## src/rtl/aes_pipe_sched.sv

```systemverilog
// aes_pipe_sched: admission and stall scheduler for the 40-stage pipelined
// AES datapath. Tracks in-flight blocks with a per-stage valid shift
// register, freezes the whole pipe under output back-pressure, and runs the
// key reload sequence (drain, expand for KEY_CYCLES cycles, resume).
//
// Optional feature: define AES_SCHED_STALL_CNT_EN to add the 16-bit
// saturating stall_count output (cycles with pipe_en low, cleared by flush).

module aes_pipe_sched #(
    parameter int PIPE_DEPTH = 40,
    parameter int CNT_BITS   = 6,
    parameter int KEY_CYCLES = 40
) (
    input  logic                clk,
    input  logic                n_rst,
    input  logic                key_load,
    input  logic                flush,
    input  logic                in_valid,
    output logic                in_ready,
    output logic                out_valid,
    input  logic                out_ready,
    output logic                pipe_en,
    output logic                key_en,
    output logic                busy,
    output logic [CNT_BITS-1:0] occupancy
`ifdef AES_SCHED_STALL_CNT_EN
    ,
    output logic [15:0]         stall_count
`endif
);

    typedef enum logic [1:0] {
        ST_IDLE,
        ST_KEY_EXP,
        ST_RUN,
        ST_DRAIN
    } state_t;

    state_t                r_state;
    state_t                w_nextState;
    logic [PIPE_DEPTH-1:0] r_vld;
    logic [CNT_BITS-1:0]   r_occ;
    logic [CNT_BITS-1:0]   w_occNext;
    logic [CNT_BITS-1:0]   r_keyCnt;
    logic                  w_accept;
    logic                  w_emit;
    logic                  w_keyDone;

    // The whole pipe advances unless the tail holds a block nobody will take.
    // Holding every stage keeps bubbles in place rather than compressing them.
    assign pipe_en   = ~r_vld[PIPE_DEPTH-1] | out_ready;

    // New blocks only enter while streaming; a pending key_load closes the
    // door in the same cycle so the drain count cannot grow.
    assign in_ready  = (r_state == ST_RUN) & pipe_en & ~key_load;

    assign w_accept  = in_valid & in_ready;
    assign w_emit    = r_vld[PIPE_DEPTH-1] & out_ready;
    assign w_keyDone = (r_keyCnt == CNT_BITS'(KEY_CYCLES - 1));

    assign out_valid = r_vld[PIPE_DEPTH-1];
    assign occupancy = r_occ;
    assign key_en    = (r_state == ST_KEY_EXP);
    assign busy      = (r_state == ST_KEY_EXP) | (r_state == ST_DRAIN);

    // Occupancy after this edge; flush wins over any simultaneous accept or
    // emit, and the guards keep the count inside 0..PIPE_DEPTH.
    always_comb begin
        w_occNext = r_occ;
        if (flush) begin
            w_occNext = '0;
        end else if (w_accept && !w_emit) begin
            if (r_occ != CNT_BITS'(PIPE_DEPTH)) begin
                w_occNext = r_occ + CNT_BITS'(1);
            end
        end else if (!w_accept && w_emit) begin
            if (r_occ != '0) begin
                w_occNext = r_occ - CNT_BITS'(1);
            end
        end
    end

    // Next-state decode for the key reload sequencer. Leaving RUN or DRAIN
    // looks at the post-edge occupancy so an empty pipe goes straight to
    // expansion, and a flush in DRAIN (occupancy forced to 0) does too.
    always_comb begin
        w_nextState = r_state;
        unique case (r_state)
            ST_IDLE: begin
                if (key_load) begin
                    w_nextState = ST_KEY_EXP;
                end
            end
            ST_KEY_EXP: begin
                if (w_keyDone) begin
                    w_nextState = ST_RUN;
                end
            end
            ST_RUN: begin
                if (key_load) begin
                    if (w_occNext != '0) begin
                        w_nextState = ST_DRAIN;
                    end else begin
                        w_nextState = ST_KEY_EXP;
                    end
                end
            end
            ST_DRAIN: begin
                if (w_occNext == '0) begin
                    w_nextState = ST_KEY_EXP;
                end
            end
            default: begin
                w_nextState = ST_IDLE;
            end
        endcase
    end

    // State register.
    always_ff @(posedge clk or negedge n_rst) begin
        if (!n_rst) begin
            r_state <= ST_IDLE;
        end else begin
            r_state <= w_nextState;
        end
    end

    // Key expansion cycle counter: counts 0..KEY_CYCLES-1 inside KEY_EXP and
    // sits at zero everywhere else so each expansion starts fresh.
    always_ff @(posedge clk or negedge n_rst) begin
        if (!n_rst) begin
            r_keyCnt <= '0;
        end else if (r_state == ST_KEY_EXP && !w_keyDone) begin
            r_keyCnt <= r_keyCnt + CNT_BITS'(1);
        end else begin
            r_keyCnt <= '0;
        end
    end

    // Per-stage valid tokens: shift in the accept bit when the pipe advances,
    // hold on stall, wipe on flush.
    always_ff @(posedge clk or negedge n_rst) begin
        if (!n_rst) begin
            r_vld <= '0;
        end else if (flush) begin
            r_vld <= '0;
        end else if (pipe_en) begin
            r_vld <= {r_vld[PIPE_DEPTH-2:0], w_accept};
        end
    end

    // Occupancy register.
    always_ff @(posedge clk or negedge n_rst) begin
        if (!n_rst) begin
            r_occ <= '0;
        end else begin
            r_occ <= w_occNext;
        end
    end

`ifdef AES_SCHED_STALL_CNT_EN
    logic [15:0] r_stallCnt;

    assign stall_count = r_stallCnt;

    // Saturating count of cycles the datapath was frozen by back-pressure.
    always_ff @(posedge clk or negedge n_rst) begin
        if (!n_rst) begin
            r_stallCnt <= '0;
        end else if (flush) begin
            r_stallCnt <= '0;
        end else if (!pipe_en && r_stallCnt != 16'hFFFF) begin
            r_stallCnt <= r_stallCnt + 16'd1;
        end
    end
`endif

endmodule

```

## config.mk

```make
export PLATFORM = sky130hd
export DESIGN_NAME = aes_pipe_sched
export DESIGN_NICKNAME = d
export VERILOG_FILES = /design/src/rtl/aes_pipe_sched.sv
export SDC_FILE = /design/constraint.sdc
export NUM_CORES = 1
export LEC_CHECK = 0
export ABC_AREA = 1
export CORE_ASPECT_RATIO = 0.7
export CORE_UTILIZATION = 25
export CTS_CLUSTER_SIZE = 24
export DETAILED_ROUTE_END_ITERATION = 8
export GPL_TIMING_DRIVEN = 0
export PLACE_DENSITY = 0.44
export SYNTH_ARGS = -nofsm -noshare
export SYNTH_HDL_FRONTEND = slang
export SYNTH_SLANG_ARGS = --single-unit
```

## constraint.sdc

```tcl
create_clock -name clk -period 2.7 [get_ports clk]
set_input_delay 0.27 -clock clk [delete_from_list [all_inputs] [get_ports clk]]
set_output_delay 0.27 -clock clk [all_outputs]
set_load 0.02 [all_outputs]
```

==> qor.txt, run 1 <==
core area = 0.0104 mm²
Unique masters post-synth = 29
power density cells = 629 mW/mm²
Critical R2R Launch = r_state[0]$_DFFE_PN0P_
first-pass GRT wire length = 10600 µm
post-DP HPWL = 4130 µm
# H-tree levels = 2
number of port buffers = 15
max-cap violation count = 0
Synth async-reset ratio = 1.00
Synth top area share = 0.501
Post-route DRC = 0
sequential cell area fraction in the yosys report = 0.501
main flop type after synthesis = dfrtp_1
Crit Path Class = in -> out
Post-Synthesis Cells = 315
area of the multi-input gates = 0.00110 mm²
Slew headroom = 0.558
Mapped Nets = 329
GR Util All Layers = 0.123
worst slew pin tran = 0.655 ns
Via-to-Cell Ratio = 4.62
share of cells above drive strength 1 = 0.0708
Fin. Hold Viols = 0
clock slew at reported path FFs = 0.07 ns
data required time of the critical path = 2.43 ns
maximum clock rate = 0.414 GHz
number of synthesized flops with an enable pin = 0
number of synthesized register bits = 54
Non-Filler Instances = 471
synth top area cells = dfrtp_1 50%, nand3_1 10%, nand2_1 6.3%
Crit Path Max Fanout = 10
Root Buffer = clkbuf_16
Post-Syn Area = 0.00270 mm²
remaining antenna violation count = 0
reg2reg setup slack = 0.47 ns
Hold Path Cell Cnt = 4
Worst Hold End = occupancy[1]$_DFF_PN0_
Clock Tree Buf Depth = 2
Min-Delay Path Class = in -> reg
pin count of the biggest net entering global routing = 36
Setup Skew = 0.00350 ns
Slew Limit Fails = 0
total CTS buffers = 5
Leak Pwr = 0.00147 µW
total gr overflow = 0
initial antenna violation count = 0
later-pin clock latency in the skew report = 0.30 ns
startpoint types = input port
synth-to-layout area growth = 18.7%
Avg Inst Size Synth = 8.56 µm²
io pins = 17
vias after detailed routing = 2174
FF+latch area = 0.00135 mm²
PostCTS Resize Cnt = 0
unrepaired setup endpoints after global routing = false
Ant. Diodes = 0
total power draw = 2010 µW
CP Data Arrival Time = 2.14 ns
Sink Count = 54
synth warn = 0
initial core utilization = 0.259
router iterations before antenna repair = 4
worst min-delay path startpoint = flush
top-count cell post-synth = nand3_1
Post-CTS Setup Inserts = 0
Tcrit/Tclk final = 0.894
Setup violations, final = 0
CTS tree = done
routed wire length = 6220 µm
row count = 31
DR iter-0 viols = 156
routed len/inst = 13.2 µm
die width = 126 µm
fin crit period = 2.41 ns
die height = 88.9 µm
Final Wtd Congestion = 0.784
crit end category = output pin
vias in the first global route = 2047
die area = 0.0112 mm²
worst-case reg-to-reg path depth = 16
Nets = 353
DP Cell Count = 463
Yosys top cell by area = dfrtp_1
Hold-fix buffers, CTS = 1
top cells by count, synth = 55 x nand3_1, 54 x dfrtp_1, 45 x nand2_1
R2R Path End = r_state[1]$_DFFE_PN0P_
peak supply drop = 207 µV
status = complete, no violations
fill count = 1083
==> cells by family (layout without fill, tap and decap cells) <==
group                      count (synthesis)  in the layout  share of synthesized area
AOI/OAI and AO/OA                         52             52                      0.122
xor gates and xnor gates                   4              4                     0.0130
adders and majority gates                  8              8                     0.0371
buffers and inverters                     64             88                     0.0900
DFF                                       54             54                      0.501
and+or+nand+nor                          133            133                      0.237
==> layout by cell type, fill, tap and decap left out <==
cell type | Yosys | final
inv_1 | 43 | 43
clkbuf_16 | 0 | 5
or2_2 | 1 | 1
dlygate4sd3_1 | 0 | 1
o31ai_1 | 19 | 19
clkinv_4 | 0 | 1
ha_1 | 8 | 8
buf_2 | 2 | 3
buf_1 | 1 | 1
nand3_4 | 1 | 1
nor2_4 | 1 | 1
inv_2 | 4 | 4
dfrtp_1 | 54 | 54
nand4_1 | 5 | 5
clkbuf_1 | 14 | 14
nor3b_1 | 1 | 1
nor3_1 | 3 | 3
o21bai_1 | 2 | 2
xor2_1 | 2 | 2
clkdlybuf4s50_1 | 0 | 14
a21oi_2 | 1 | 1
nand3_1 | 55 | 55
buf_12 | 0 | 1
o41ai_2 | 1 | 1
o22ai_1 | 1 | 1
nand2_2 | 2 | 2
nor2_1 | 17 | 17
bufinv_16 | 0 | 1
xnor2_1 | 2 | 2
nand3_2 | 1 | 1
o21ai_1 | 2 | 2
o21ai_0 | 21 | 21
nor2_8 | 1 | 1
a21oi_1 | 5 | 5
nand2_1 | 45 | 45
==> worst max-delay path, stage by stage <==
cell             delay, ns
clkdlybuf4s50_1       0.48
inv_1                 0.05
nand2_2               0.13
inv_1                 0.10
clkbuf_1              0.27
nor3_1                0.21
clkdlybuf4s50_1       0.64
==> per-layer routing <==
metal  track usage  routed length, µm
met1         0.184               3340
met2         0.174               2530
met3        0.0305                281
met4        0.0361                 66
met5             0                  0
==> state kept, by name (all words and copies together) (netlist names) <==
| register | flops |
|---|---|
| r_keyCnt | 6 |
| r_vld | 40 |
| occupancy | 6 |
| r_state | 2 |
==> metrics by stage <==
| step | cell area (µm²) | hold WS, ns | setup TNS, ns | worst slack (ns) | utilization |
|---|---|---|---|---|---|
| 2_1_floorplan | 2700 | -0.0256 | 0 | 0.808 | - |
| 3_3_place_gp | 3010 | 0.462 | -26.14 | -0.488 | 0.289 |
| 3_5_place_dp | 3030 | 0.256 | 0 | 0.263 | 0.290 |
| 4_1_cts | 3200 | 0.459 | 0 | 0.265 | 0.307 |
| 5_1_grt | 3200 | 0.495 | 0 | 0.169 | 0.307 |
| 6_report | 3200 | 0.446 | 0 | 0.285 | 0.307 |
==> where the power goes <==
group / internal, µW / switching [µW]
Combinational: 156 / 252
Clock: 435 / 300
Sequential: 841 / 29.4
Total: 1430 / 582
==> final cells by class <==
class | count | area share
multi-input cells | 197 | 0.345
inverters | 47 | 0.0551
repair buffers | 17 | 0.0547
well taps | 132 | 0.0516
plain buffers | 17 | 0.0207
flip-flops and latches | 54 | 0.422
clock buffers | 5 | 0.0391
clock inverters | 2 | 0.0121
==> how the worst max path moves through the flow <==
stage / start / endpoint / cells past startpoint
final: out_ready / in_ready / 7
after global routing: r_state[0]$_DFFE_PN0P_ / r_state[0]$_DFFE_PN0P_ / 16
after CTS: out_ready / in_ready / 7
after detailed placement: out_ready / in_ready / 7
after global placement: n_rst / occupancy[5]$_DFF_PN0_ / 1
after floorplan: occupancy[0]$_DFF_PN0_ / r_state[0]$_DFFE_PN0P_ / 14
Note: power is estimated with default switching activity, not from simulation.
==> inputs of run 2 (changes only) <==
--- a/config.mk
+++ b/config.mk
@@ -10,6 +10,7 @@
 export CORE_UTILIZATION = 25
 export CTS_CLUSTER_SIZE = 24
 export DETAILED_ROUTE_END_ITERATION = 8
+export GPL_ROUTABILITY_DRIVEN = 0
 export GPL_TIMING_DRIVEN = 0
 export PLACE_DENSITY = 0.44
 export SYNTH_ARGS = -nofsm -noshare
==> results of run 2 <==
Same layout as run 1: the final DEF is identical, and so are final timing and power.
